$ cat config.mk
export PLATFORM = sky130hd
export DESIGN_NAME = systolic_array_feeder
export DESIGN_NICKNAME = d
export VERILOG_FILES = /design/src/rtl/systolic_array_feeder.sv
export SDC_FILE = /design/constraint.sdc
export NUM_CORES = 1
export LEC_CHECK = 0
export CORE_MARGIN = 3
export CORE_UTILIZATION = 30
export CTS_CLUSTER_DIAMETER = 30
export DETAILED_ROUTE_END_ITERATION = 8
export DONT_BUFFER_PORTS = 1
export PLACE_DENSITY_LB_ADDON = 0.3
export SETUP_SLACK_MARGIN = 0.4
export SYNTH_ARGS = -nofsm -noshare
export SYNTH_HDL_FRONTEND = slang
export SYNTH_SLANG_ARGS = --single-unit
$ cat constraint.sdc
create_clock -name i_clk -period 4.2 [get_ports i_clk]
set_input_delay 0.42 -clock i_clk [delete_from_list [all_inputs] [get_ports i_clk]]
set_output_delay 0.42 -clock i_clk [all_outputs]
set_load 0.005 [all_outputs]
$ cat src/rtl/systolic_array_feeder.sv
`default_nettype none
// ============================================================================
// Module      : systolic_array_feeder
// Description : Control and operand sequencer for a 3x3 systolic array.
//               Preloads nine weights, streams four passes of skewed row
//               operands, steers the result / C-register demux selects and
//               drains the array, with a start/busy/done host handshake.
// Ports       : i_clk, i_rst_n            clock, async active-low reset
//               i_start                   begin sequence (IDLE only)
//               i_wr_en/i_wr_addr/i_wr_data  operand/weight load (IDLE only)
//                 addr 0..8  -> B11..B33, addr 9+3p+(k-1) -> pass p row k
//               o_busy, o_done            handshake
//               o_en_reg_B, o_B11..o_B33  weight enables and values
//               o_en_reg_A, o_en_reg_Acc  row register / accumulator enable
//               o_row1_in..o_row3_in      skewed row operands
//               o_sel_en_demux_result, o_sel_en_demux_c_reg, o_input_demux_c_reg
// Revision    : 1.0 - initial release
// ============================================================================
module systolic_array_feeder #(
  parameter int DATA_W        = 8,
  parameter int PASS_LEN      = 5,
  parameter int B_LOAD_CYCLES = 2,
  parameter int DRAIN_CYCLES  = 2
) (
  input  logic              i_clk,
  input  logic              i_rst_n,
  input  logic              i_start,
  input  logic              i_wr_en,
  input  logic [4:0]        i_wr_addr,
  input  logic [DATA_W-1:0] i_wr_data,
  output logic              o_busy,
  output logic              o_done,
  output logic [8:0]        o_en_reg_B,
  output logic [DATA_W-1:0] o_B11, o_B12, o_B13,
  output logic [DATA_W-1:0] o_B21, o_B22, o_B23,
  output logic [DATA_W-1:0] o_B31, o_B32, o_B33,
  output logic              o_en_reg_A,
  output logic              o_en_reg_Acc,
  output logic [DATA_W-1:0] o_row1_in,
  output logic [DATA_W-1:0] o_row2_in,
  output logic [DATA_W-1:0] o_row3_in,
  output logic [1:0]        o_sel_en_demux_result,
  output logic [1:0]        o_sel_en_demux_c_reg,
  output logic              o_input_demux_c_reg
);

  localparam logic [4:0] c_LOAD_LAST  = 5'(B_LOAD_CYCLES - 1);
  localparam logic [4:0] c_DRAIN_LAST = 5'(DRAIN_CYCLES - 1);
  localparam logic [2:0] c_LAST_PHASE = 3'(PASS_LEN - 1);

  typedef enum logic [2:0] {
    S_IDLE   = 3'd0,
    S_LOAD_B = 3'd1,
    S_STREAM = 3'd2,
    S_DRAIN  = 3'd3,
    S_DONE   = 3'd4
  } state_t;

  state_t            r_state;
  logic [4:0]        r_cnt;
  logic [1:0]        r_pass;
  logic [2:0]        r_phase;
  logic [DATA_W-1:0] r_wgt [0:8];
  logic [DATA_W-1:0] r_op  [0:11];

  logic              r_busy, r_done, r_en_a, r_demux;
  logic [8:0]        r_en_b;
  logic [DATA_W-1:0] r_row1, r_row2, r_row3;
  logic [1:0]        r_sel;

  // Pass/phase of the cycle about to be entered. Outside STREAM this is the
  // first stream cycle, so the LOAD_B -> STREAM edge reuses the same logic.
  logic [1:0]        w_nx_pass;
  logic [2:0]        w_nx_phase;
  logic [3:0]        w_base;
  logic [DATA_W-1:0] w_row1, w_row2, w_row3;
  logic [1:0]        w_sel;
  logic [3:0]        w_wr_idx;
  logic              w_last_stream;

  always_comb begin
    w_nx_pass  = 2'd0;
    w_nx_phase = 3'd0;
    if (r_state == S_STREAM) begin
      if (r_phase == c_LAST_PHASE) begin
        w_nx_pass  = r_pass + 2'd1;
        w_nx_phase = 3'd0;
      end else begin
        w_nx_pass  = r_pass;
        w_nx_phase = r_phase + 3'd1;
      end
    end
    // Operand base index = 3 * pass
    w_base = {2'b00, w_nx_pass} + {1'b0, w_nx_pass, 1'b0};
    // Row k is live for phases k-1..k+1, giving the one-cycle diagonal skew
    w_row1 = (w_nx_phase <= 3'd2) ? r_op[w_base] : '0;
    w_row2 = (w_nx_phase >= 3'd1 && w_nx_phase <= 3'd3) ? r_op[w_base + 4'd1] : '0;
    w_row3 = (w_nx_phase >= 3'd2 && w_nx_phase <= 3'd4) ? r_op[w_base + 4'd2] : '0;
    // Select lags the start of a new pass by one cycle so the previous pass's
    // last result still lands in its own C register.
    if (w_nx_phase != 3'd0)
      w_sel = w_nx_pass;
    else if (w_nx_pass == 2'd0)
      w_sel = 2'd0;
    else
      w_sel = w_nx_pass - 2'd1;
  end

  // addr 9..20 maps to 0..11 using only the low nibble (modulo-16 wrap)
  assign w_wr_idx      = i_wr_addr[3:0] - 4'd9;
  assign w_last_stream = (r_pass == 2'd3) && (r_phase == c_LAST_PHASE);

  always_ff @(posedge i_clk or negedge i_rst_n) begin
    if (!i_rst_n) begin
      r_state <= S_IDLE;
      r_cnt   <= '0;
      r_pass  <= '0;
      r_phase <= '0;
      for (int i = 0; i < 9; i++)  r_wgt[i] <= '0;
      for (int i = 0; i < 12; i++) r_op[i]  <= '0;
      r_busy  <= 1'b0;
      r_done  <= 1'b0;
      r_en_b  <= '0;
      r_en_a  <= 1'b0;
      r_row1  <= '0;
      r_row2  <= '0;
      r_row3  <= '0;
      r_sel   <= '0;
      r_demux <= 1'b1;
    end else begin
      case (r_state)
        S_IDLE: begin
          if (i_start) begin
            r_state <= S_LOAD_B;
            r_cnt   <= '0;
            r_busy  <= 1'b1;
            r_en_b  <= 9'h1FF;
            r_en_a  <= 1'b0;
            r_sel   <= 2'd0;
            r_demux <= 1'b1;
          end else if (i_wr_en) begin
            if (i_wr_addr < 5'd9)
              r_wgt[i_wr_addr[3:0]] <= i_wr_data;
            else if (i_wr_addr < 5'd21)
              r_op[w_wr_idx] <= i_wr_data;
          end
        end
        S_LOAD_B: begin
          if (r_cnt == c_LOAD_LAST) begin
            r_state <= S_STREAM;
            r_pass  <= w_nx_pass;
            r_phase <= w_nx_phase;
            r_en_b  <= '0;
            r_en_a  <= 1'b1;
            r_row1  <= w_row1;
            r_row2  <= w_row2;
            r_row3  <= w_row3;
            r_sel   <= w_sel;
          end else begin
            r_cnt <= r_cnt + 5'd1;
          end
        end
        S_STREAM: begin
          if (w_last_stream) begin
            r_state <= S_DRAIN;
            r_cnt   <= '0;
            r_row1  <= '0;
            r_row2  <= '0;
            r_row3  <= '0;
            r_sel   <= 2'd3;
          end else begin
            r_pass  <= w_nx_pass;
            r_phase <= w_nx_phase;
            r_row1  <= w_row1;
            r_row2  <= w_row2;
            r_row3  <= w_row3;
            r_sel   <= w_sel;
          end
        end
        S_DRAIN: begin
          if (r_cnt == c_DRAIN_LAST) begin
            r_state <= S_DONE;
            r_done  <= 1'b1;
            r_en_a  <= 1'b0;
            r_demux <= 1'b0;
          end else begin
            r_cnt <= r_cnt + 5'd1;
          end
        end
        S_DONE: begin
          r_state <= S_IDLE;
          r_done  <= 1'b0;
          r_busy  <= 1'b0;
        end
        default: r_state <= S_IDLE;
      endcase
    end
  end

  assign o_busy                = r_busy;
  assign o_done                = r_done;
  assign o_en_reg_B            = r_en_b;
  assign o_en_reg_A            = r_en_a;
  assign o_en_reg_Acc          = 1'b0;
  assign o_row1_in             = r_row1;
  assign o_row2_in             = r_row2;
  assign o_row3_in             = r_row3;
  assign o_sel_en_demux_result = r_sel;
  assign o_sel_en_demux_c_reg  = r_sel;
  assign o_input_demux_c_reg   = r_demux;
  assign o_B11 = r_wgt[0];
  assign o_B12 = r_wgt[1];
  assign o_B13 = r_wgt[2];
  assign o_B21 = r_wgt[3];
  assign o_B22 = r_wgt[4];
  assign o_B23 = r_wgt[5];
  assign o_B31 = r_wgt[6];
  assign o_B32 = r_wgt[7];
  assign o_B33 = r_wgt[8];

endmodule
`default_nettype wire

==> metrics, run 1 <==
result of the run complete, but fails checks; violations in the final reports negative hold slack; number of pins with negative max-slew slack in the final report 0; CTS hold repair buffers 12; Die Wd 191.9 um; clock tree sinks 212; number of unique standard cell types used by synthesis 58; Port-buffer cells 0; total leakage power 5.935 nW; synthesized instance count slightly above 800; number of nets in the synthesized netlist 840; std cell rows 67; synthesized area per cell ~13 um^2; critical path launch point type flop; Filler Cell Count between 3000 and 4000; maximum level of the CTS H-tree 2; largest net degree at the start of global routing 213; Total Wirelength 29950 um; post-detailed-placement half-perimeter wirelength 18830 um; Final Skew between 0.02 and 0.025 ns; post-synthesis to final-layout area growth 24.44%; Storage cell area 0.005306 mm^2; f_max 296.4 MHz; endpoint type of the worst setup path flop; final setup fails 0; synthesis warning total 0; routed length on met1 12710 um; prevailing post-synth register cell dfrtp_1; ANT cells 0; fin nets around 860; remaining antenna violation count 0; required time worst endpoint 4.62 ns; starting DRC count in detailed routing 362; Total Negative Setup Slacks 0 ns; number of antenna violations at the first check in global routing 3; Largest register FFs 96; commonest cells after routing, fill and taps aside dfrtp_1 (211), mux2_2 (166), nand2_1 (113); Setup CP Type flop to flop; Starting Density 30.69%; beginning of the worst register-to-register path r_phase[0]$_DFFE_PN0P_; clock insertion delay at the later pin of the skew report 0.57 ns; count of non-filler cells in the finished layout 1326; Total Routing Usage GR 16.45%; placeable core region 0.03378 mm^2; max-cap violation count 0; Vert. Die Dim 191.9 um; buffers from clock root to sink, at most 3; register bit count reported by yosys between 200 and 250; DRC violation count after routing 0; setup repair after global routing missed its margin false; routability congestion estimate ~0.8; iteration count of the initial detailed-routing pass 5; overall overflow remaining after global route 0; synth top area cells dfrtp_1 (51%), mux2_2 (18%), mux4_2 (7.2%); number of global-route vias before repair 7093; fraction of synthesized cell area taken by the top area cell type between 50% and 60%; global-route wire length before repair 45510 um; post-layout minimum cycle time 3.374 ns; most common cell after layout, fill and taps aside dfrtp_1; Least-Margin Pin Slew 1.188 ns; ratio of final minimum period to clock period 80.33%; clock-pin transition on the worst setup and hold timing paths 0.05 ns; Synth area leader dfrtp_1; CP Max Fanout 11; startpoint of the most critical setup path r_phase[0]$_DFFE_PN0P_; worst-case setup margin in the final layout ~0.83 ns; via count normalized by instance count ~5.2; fraction of layout cells with a size suffix above 1 38.72%; Die Area approximately 0.037 mm^2; area taken by multi-input logic gates 0.004715 mm^2; maximum resistive drop on vdd 0.3736 mV; number of enable-type register cells in the synthesized netlist 0; register with the most flip-flops r_op; worst slack after detailed placement 0.6505 ns; number of buffers inserted during clock tree synthesis 52; worst slew slack as a fraction of its limit 20.62%; Inst Count DP 1216; sequential cell area fraction in the yosys report 51.18%; average wire per cell in the routed design 22.59 um; minimum hold slack -0.4469 ns; power density of the placed cells around 640 mW/mm^2; clk root buf clkbuf_16; worst path arrival time between 3 and 4 ns; met3 wire length 3037 um; worst hold path type input port to async pin; area of the mapped netlist 0.01037 mm^2; TritonCTS clock tree built; Boundary Pins 131; hold violation count in the final report 212; highest metal used met5; share of flip-flops with an asynchronous set or reset 100.0%; metal2 WL 13500 um; Layout Utilization a little under two fifths; count of vias placed by the detailed router 6873
-- report_power, final --
group / internal, mW / switching, mW / leakage, nW
logic: 0.396 / 0.473 / 2.06
registers: 2.34 / 0.329 / 2.90
clock network: 3.36 / 1.33 / 0.977
total: 6.09 / 2.13 / 5.93
-- metal layers --
layer | vias to the layer above | track usage [%]
li1 | 3011 | -
met1 | 3541 | 21.13
met2 | 265 | 24.92
met3 | 54 | 7.155
met4 | 2 | 5.363
met5 | - | 0
-- stage by stage --
step	area, um^2	power (mW)
2_1_floorplan	10370	3.321
3_3_place_gp	10720	3.510
3_5_place_dp	10720	3.528
4_1_cts	12900	8.309
5_1_grt	12900	8.560
6_report	12900	8.223
-- kinds of logic after synthesis --
family | synth area share, %
adders and majority gates | 0.9654
DFF | 51.18
muxes | 27.55
other | 0.03617
AOI/OAI and AO/OA | 6.118
xor gates and xnor gates | 0.3378
and+or+nand+nor | 10.43
buffers and inverters | 3.391
-- worst max-delay path: stages, from the launching register on --
cell and delay (ns):
dfrtp_1 0.43, inv_1 0.10, ha_1 0.25, nand2_1 0.16, mux2i_1 0.15, nor3_1 0.44
ha_1 0.53, inv_1 0.50, mux4_2 0.39, a22oi_1 0.17, nand3_1 0.10
-- timing repair --
item                                    in CTS  in global routing
gates resized for setup                      0                  1
setup buffers                                0                  0
endpoints found under the setup margin       0                  3
endpoints found under the hold margin      353                212
-- final timing paths --
check | to | slack [ns] | cells past startpoint
max | o_row3_in[5]$_DFFE_PN0P_ | 0.83 | 10
min | r_cnt[4]$_DFFE_PN0P_ | -0.45 | 0
max reg2reg | o_row3_in[5]$_DFFE_PN0P_ | 0.83 | 10
min reg2reg | o_row2_in[4]$_DFFE_PN0P_ | 0.50 | 2
max in group asynchronous | o_B23[3]$_DFFE_PN0P_ | 4.19 | 0
min in group i_clk | r_op[61]$_DFFE_PN0P_ | 0.02 | 1
-- synthesized netlist by cell type, drive strengths merged (2+ instances only) --
cell type / instances
nor3b: 3
xor2: 4
o211ai: 21
nor3: 17
nor4: 3
mux4: 33
nand2: 115
dfrtp: 211
nor4b: 2
nand3: 21
a21oi: 13
a22oi: 20
nor2b: 2
clkbuf: 37
a21o: 2
mux2i: 21
o21ai: 18
o311ai: 4
o31ai: 2
nand4: 2
and2: 3
mux2: 169
nand2b: 4
ha: 8
inv: 12
nand3b: 2
nor2: 28
buf: 22
a31oi: 2
-- area by class of cell --
type / count / area share, %
sequential: 212 / 41.13
timing repair buffer: 24 / 1.629
inverter: 12 / 0.3685
clock inverter: 41 / 5.605
multi-input combinational: 532 / 36.54
clock buffer: 57 / 10.39
tap: 448 / 4.344
(Power assumes the default switching activity.)
==> run 2, diff against run 1 <==
==> constraint.sdc (replaced) <==
create_clock -name i_clk -period 3.15 [get_ports i_clk]
set_input_delay 0.315 -clock i_clk [delete_from_list [all_inputs] [get_ports i_clk]]
set_output_delay 0.315 -clock i_clk [all_outputs]
set_load 0.005 [all_outputs]
==> metrics, run 2 (synthesis results as in run 1) <==
result of the run complete, but fails checks; violations in the final reports negative hold slack; required time worst endpoint 3.57 ns (-1.05 ns); overall overflow remaining after global route 0 (unchanged); Final Skew 0.009566 ns (-0.01540 ns); global route hottest layer met2; sequential cell fraction of total power 33.0% (+0.6 points); remaining antenna violation count 0 (unchanged); ratio of final minimum period to clock period 85.03% (+4.7 points); max-cap violation count 0 (unchanged); Die Wd 191.9 um (unchanged); Setup CP Type flop to flop; number of antenna violations at the first check in global routing 1 (-2); final setup fails 0 (unchanged); hold violation count in the final report 212 (unchanged); fin nets 900 (+4.8%); DRC violation count after routing 0 (unchanged); endpoint type of the worst setup path flop; CP Max Fanout 14 (+3); clk root buf clkbuf_16; Largest register FFs 96 (unchanged); fraction of layout cells with a size suffix above 1 42.22% (+3.5 points); net switching share of the total power 26.21% (+0.29 points); worst-case setup margin in the final layout 0.4715 ns (-0.3547 ns); number of global-route vias before repair 7426 (+4.7%); routability congestion estimate 0.8129 (-0.66%); Total Wirelength 29650 um (-0.99%); M3 GR Usage 6.151% (-1.0 points); starting DRC count in detailed routing 367 (+1.4%); maximum level of the CTS H-tree 2 (unchanged); worst path arrival time 3.10 ns (-0.70 ns); maximum resistive drop on vdd 0.4342 mV (+16%); largest net degree at the start of global routing 213 (unchanged); Starting Density 30.69% (unchanged); via count normalized by instance count 5.129 (-1.1%); post-synthesis to final-layout area growth 26.86%; Die Area 0.03683 mm^2 (unchanged); buffers from clock root to sink, at most 3 (unchanged); crit-path cells inv_2 > ha_4 > buf_4 > and3b_1 > o21a_2 > ha_2 > buf_4 > mux4_2 > nand2_1 > nand2_1 > a22oi_1 > nand2_1; average wire per cell in the routed design 21.68 um (-4.0%); Filler Cell Count 3213 (+1.6%); CTS hold repair buffers 9 (-3); Total Routing Usage GR 16.14% (-0.30 points); iteration count of the initial detailed-routing pass 5 (unchanged); total leakage power 6.115 nW (+3.0%); commonest cells after routing, fill and taps aside dfrtp_1 (210), mux2_2 (166), nand2_1 (112); clock insertion delay at the later pin of the skew report 0.54 ns (-0.03 ns); Boundary Pins 131 (unchanged); cell seen most often among critical-path stages nand2_1; register with the most flip-flops r_op; worst hold path type input port to async pin; Total Negative Setup Slacks 0 ns (unchanged); Vert. Die Dim 191.9 um (unchanged); switching power total 2.804 mW (+32%); minimum hold slack -0.5252 ns (-0.07837 ns); post-layout minimum cycle time 2.679 ns (-0.6953 ns); Port-buffer cells 0 (unchanged); clock tree sinks 212 (unchanged); grt met2 use 24.40% (-0.52 points); placeable core region 0.03378 mm^2 (unchanged); critical path launch point type flop; Least-Margin Pin Slew 1.029 ns (-0.1586 ns); number of buffers inserted during clock tree synthesis 56 (+7.7%); Internal Dissipation 7.893 mW (+30%); worst slack after detailed placement 0.2503 ns (-0.4002 ns); number of pins with negative max-slew slack in the final report 0 (unchanged); f_max 373.3 MHz (+26%); std cell rows 67 (unchanged); clock-pin transition on the worst setup and hold timing paths 0.04 ns (about the same); count of vias placed by the detailed router 7016 (+2.1%); power density of the placed cells 813.2 mW/mm^2 (+28%); TritonCTS clock tree built; most common cell after layout, fill and taps aside dfrtp_1; setup repair after global routing missed its margin true; post-detailed-placement half-perimeter wirelength 18640 um (-1.0%); combinational cell fraction of total power 12.9% (+2.3 points); cell with the largest stage delay on the worst path ha_2; global-route wire length before repair 45320 um (-0.41%); worst slew slack as a fraction of its limit 31.16% (+11 points); global routing met1 resource utilization 21.39% (+0.27 points); delay contributed by the slowest stage of the critical path 0.47 ns (-0.06 ns); clock power share 54.1% (-2.9 points)
## run 2: cell types whose count changed in the layout (fill, tap and decap cells not counted), sizes merged
| cell | previous run | this run |
|---|---|---|
| diode | 0 | 1 |
| clkinv | 13 | 17 |
| bufinv | 17 | 9 |
| dlygate4sd3 | 12 | 9 |
| clkinvlp | 9 | 6 |
| buf | 12 | 52 |
| inv | 14 | 12 |
| clkbuf | 57 | 70 |
## run 2: routing by layer
layer,wire length (um),part of all wire (%),vias to the layer above
met2,13180,44,272
met1,13040,44,3585
met5,0,0,-
met4,680,2.3,0
li1,-,-,3099
met3,2754,9.3,60
## run 2: timing repair
item | in CTS | in global routing
buffers inserted | 8 | 11
hold endpoints to repair | 383 | 212
setup endpoints to repair | 21 | 24
cloned | 0 | 0
resized for setup | 4 | 16
pin swaps | 1 | 8
## run 2: stage by stage
| step | cells | power [mW] | utilization [%] | instance area [um^2] | hold slack [ns] |
|---|---|---|---|---|---|
| 4_1_cts | 1356 | 10.73 | 38.52 | 13020 | -0.5589 |
| 3_5_place_dp | 1237 | 4.801 | 32.29 | 10910 | 0.02489 |
| 5_1_grt | 1368 | 11.20 | 38.94 | 13150 | -0.5621 |
| 2_1_floorplan | 815 | 4.450 | - | 10480 | 0.01941 |
| 3_3_place_gp | 1237 | 4.777 | 32.29 | 10910 | 0.02488 |
| 6_report | 1368 | 10.70 | 38.94 | 13150 | -0.5252 |
## run 2: critical path, delay by kind of cell (launching register included)
| family | cells | cell delay [ns] |
|---|---|---|
| adders and majority gates | 2 | 0.64 |
| and+or+nand+nor | 4 | 0.34 |
| DFF | 1 | 0.38 |
| AOI/OAI and AO/OA | 2 | 0.42 |
| muxes | 1 | 0.31 |
| buffers and inverters | 3 | 0.45 |
## run 2: power groups by stage
stage	clock, mW	combinational, mW	sequential (mW)
final	5.79	1.38	3.53
after global routing	6.08	1.52	3.59
after CTS	5.91	1.29	3.53
after detailed placement	0	1.23	3.57
after global placement	0	1.21	3.57
after floorplan	0	1.07	3.38
## run 2: area by class of cell
cell class              instances  area [um^2]  area share, %
flip-flops and latches        212         5308          40.35
multi-input cells             532         4775          36.30
clock buffers                  70         1525          11.60
well taps                     448        560.5          4.261
repair buffers                 61        516.7          3.928
clock inverters                32        412.9          3.139
inverters                      12        53.80         0.4090
diodes                          1        2.502        0.01902
## run 2: path summary, 6_finish.rpt
path                                               start                               to  slack [ns]  cells after the start
worst max register to register    r_phase[0]$_DFFE_PN0P_         o_row1_in[7]$_DFFE_PN0P_        0.47                     12
worst min-delay path                             i_rst_n             o_B23[5]$_DFFE_PN0P_       -0.53                      0
max in group asynchronous                        i_rst_n  o_input_demux_c_reg$_DFFE_PN1P_        3.29                      0
min in group i_clk                               i_start           o_en_reg_A$_DFFE_PN0P_        0.05                      3
worst min register to register  o_row2_in[4]$_DFFE_PN0P_         o_row2_in[4]$_DFFE_PN0P_        0.49                      2
worst max-delay path              r_phase[0]$_DFFE_PN0P_         o_row1_in[7]$_DFFE_PN0P_        0.47                     12
==> run 3, diff against run 2 <==
--- a/config.mk
+++ b/config.mk
@@ -5,6 +5,8 @@
 export SDC_FILE = /design/constraint.sdc
 export NUM_CORES = 1
 export LEC_CHECK = 0
+export CELL_PAD_IN_SITES_DETAIL_PLACEMENT = 0
+export CELL_PAD_IN_SITES_GLOBAL_PLACEMENT = 1
 export CORE_MARGIN = 3
 export CORE_UTILIZATION = 30
 export CTS_CLUSTER_DIAMETER = 30
==> constraint.sdc (replaced) <==
create_clock -name i_clk -period 3.15 [get_ports i_clk]
set_input_delay 0.4725 -clock i_clk [delete_from_list [all_inputs] [get_ports i_clk]]
set_output_delay 0.4725 -clock i_clk [all_outputs]
set_load 0.005 [all_outputs]
==> metrics, run 3 (synthesis results as in run 1) <==
setup repair after global routing missed its margin true; via count normalized by instance count 5.149 (+0.41%); average wire per cell in the routed design 23.18 um (+6.9%); total leakage power 6.180 nW (+1.1%); most common cell after layout, fill and taps aside dfrtp_1; worst-case setup margin in the final layout 0.5102 ns (+0.03868 ns); Least-Margin Pin Slew 0.7649 ns (-0.2642 ns); remaining antenna violation count 0 (unchanged); max-cap violation count 0 (unchanged); number of global-route vias before repair 7431 (+0.067%); beginning of the worst register-to-register path r_phase[0]$_DFFE_PN0P_; count of vias placed by the detailed router 6993 (-0.33%); Die Wd 191.9 um (unchanged); maximum resistive drop on vdd 0.4479 mV (+3.2%); critical path launch point type flop; starting DRC count in detailed routing 389 (+6.0%); Total Negative Setup Slacks 0 ns (unchanged); Total Routing Usage GR 17.32% (+1.2 points); commonest cells after routing, fill and taps aside dfrtp_1 (210), mux2_2 (166), nand2_1 (112); number of pins with negative max-slew slack in the final report 0 (unchanged); buffers from clock root to sink, at most 3 (unchanged); number of antenna violations at the first check in global routing 1 (unchanged); clk root buf clkbuf_16; Port-buffer cells 0 (unchanged); final setup fails 0 (unchanged); fraction of layout cells with a size suffix above 1 43.52% (+1.3 points); f_max 378.8 MHz (+1.5%); minimum hold slack -0.3887 ns (+0.1365 ns); minimum setup slack among reg-to-reg paths 0.51 ns (+0.04 ns); clock tree sinks 212 (unchanged); ANT cells 0 (-1); DRC violation count after routing 0 (unchanged); worst slew slack as a fraction of its limit 48.57% (+17 points); fin nets 889 (-1.2%); clock insertion delay at the later pin of the skew report 0.57 ns (+0.03 ns); required time worst endpoint 3.58 ns (about the same); register with the most flip-flops r_op; global-route wire length before repair 47720 um (+5.3%); worst slack after detailed placement 0.2906 ns (+0.04030 ns); Vert. Die Dim 191.9 um (unchanged); Starting Density 30.69% (unchanged); CP Max Fanout 7 (-7); Reg2Reg Capture Point o_row1_in[4]$_DFFE_PN0P_; std cell rows 67 (unchanged); Largest register FFs 96 (unchanged); placeable core region 0.03378 mm^2 (unchanged); power density of the placed cells 839.9 mW/mm^2 (+3.3%); Die Area 0.03683 mm^2 (unchanged); ratio of final minimum period to clock period 83.80% (-1.2 points); Final Skew 0.02492 ns (+0.01535 ns); clock-pin transition on the worst setup and hold timing paths 0.04 ns (about the same); iteration count of the initial detailed-routing pass 5 (unchanged); post-layout minimum cycle time 2.640 ns (-0.03868 ns); Total Wirelength 31470 um (+6.1%); TritonCTS clock tree built; maximum level of the CTS H-tree 2 (unchanged); worst reg-to-reg path cell count 11 (-1); overall power consumption 11.17 mW (+4.5%); endpoint type of the worst setup path flop; overall overflow remaining after global route 0 (unchanged); hold violation count in the final report 212 (unchanged); Boundary Pins 131 (unchanged); post-synthesis to final-layout area growth 28.31%; routability congestion estimate 0.8024 (-1.3%); violations in the final reports negative hold slack; largest net degree at the start of global routing 213 (unchanged); number of buffers inserted during clock tree synthesis 58 (+3.6%); worst hold path type input port to async pin; Setup CP Type flop to flop; result of the run complete, but fails checks; worst path arrival time 3.07 ns (-0.03 ns); post-detailed-placement half-perimeter wirelength 19600 um (+5.2%)
## run 3: power by group
group          switching, mW  internal [mW]
combinational          0.707          0.627
clock                   1.74           4.57
sequential             0.407           3.12
total                   2.85           8.32
## run 3: repair_timing
item | 4_1_cts | 5_1_grt
hold endpoints to repair | 212 | 212
gates resized for setup | 3 | 18
buffers inserted | 0 | 12
pin swaps | 1 | 4
endpoints found under the setup margin | 22 | 85
cloned | 2 | 0
## run 3: through the flow
| step | util (%) | cells | area [um^2] | hold slack [ns] |
|---|---|---|---|---|
| 2_1_floorplan | - | 815 | 10480 | 0.1769 |
| 3_3_place_gp | 32.35 | 1238 | 10930 | 0.1827 |
| 3_5_place_dp | 32.35 | 1238 | 10930 | 0.1826 |
| 4_1_cts | 38.82 | 1346 | 13120 | -0.4274 |
| 5_1_grt | 39.38 | 1358 | 13300 | -0.4222 |
| 6_report | 39.38 | 1358 | 13300 | -0.3887 |
## run 3: worst max-delay path by stage
stage,startpoint,endpoint,slack (ns),cells after the start
2_1_floorplan,r_state[0]$_DFFE_PN0P_,o_row3_in[6]$_DFFE_PN0P_,0.40,13
3_5_place_dp,r_phase[0]$_DFFE_PN0P_,o_row3_in[1]$_DFFE_PN0P_,0.29,13
6_report,r_phase[0]$_DFFE_PN0P_,o_row1_in[4]$_DFFE_PN0P_,0.51,11
4_1_cts,r_phase[0]$_DFFE_PN0P_,o_row1_in[6]$_DFFE_PN0P_,0.34,12
3_3_place_gp,r_phase[0]$_DFFE_PN0P_,o_row3_in[6]$_DFFE_PN0P_,0.37,13
5_1_grt,r_phase[0]$_DFFE_PN0P_,o_row1_in[4]$_DFFE_PN0P_,0.37,11
## run 3: critical path, stage by stage, from the launching register on
cell,delay [ns]
dfrtp_2,0.42
inv_2,0.08
ha_4,0.18
nand2_4,0.07
mux2i_1,0.14
nor3_2,0.26
buf_4,0.20
ha_4,0.24
buf_12,0.16
mux4_2,0.49
mux2i_1,0.17
o311ai_1,0.10
## run 3: metal layers
| metal | vias up | track usage [%] | wire length [um] |
|---|---|---|---|
| met3 | 59 | 5.658 | 2912 |
| met5 | - | 0 | 0 |
| met4 | 0 | 6.322 | 827 |
| li1 | 3090 | - | - |
| met1 | 3558 | 22.92 | 13540 |
| met2 | 286 | 26.53 | 14190 |
## run 3: final cells by class
type,count,area (um^2)
Fill cell,3219,20480
Tap cell,448,560.5
Multi-Input combinational cell,532,4803
Clock inverter,42,584.3
Inverter,12,56.30
Timing Repair Buffer,48,466.7
Sequential cell,212,5308
Clock buffer,64,1525
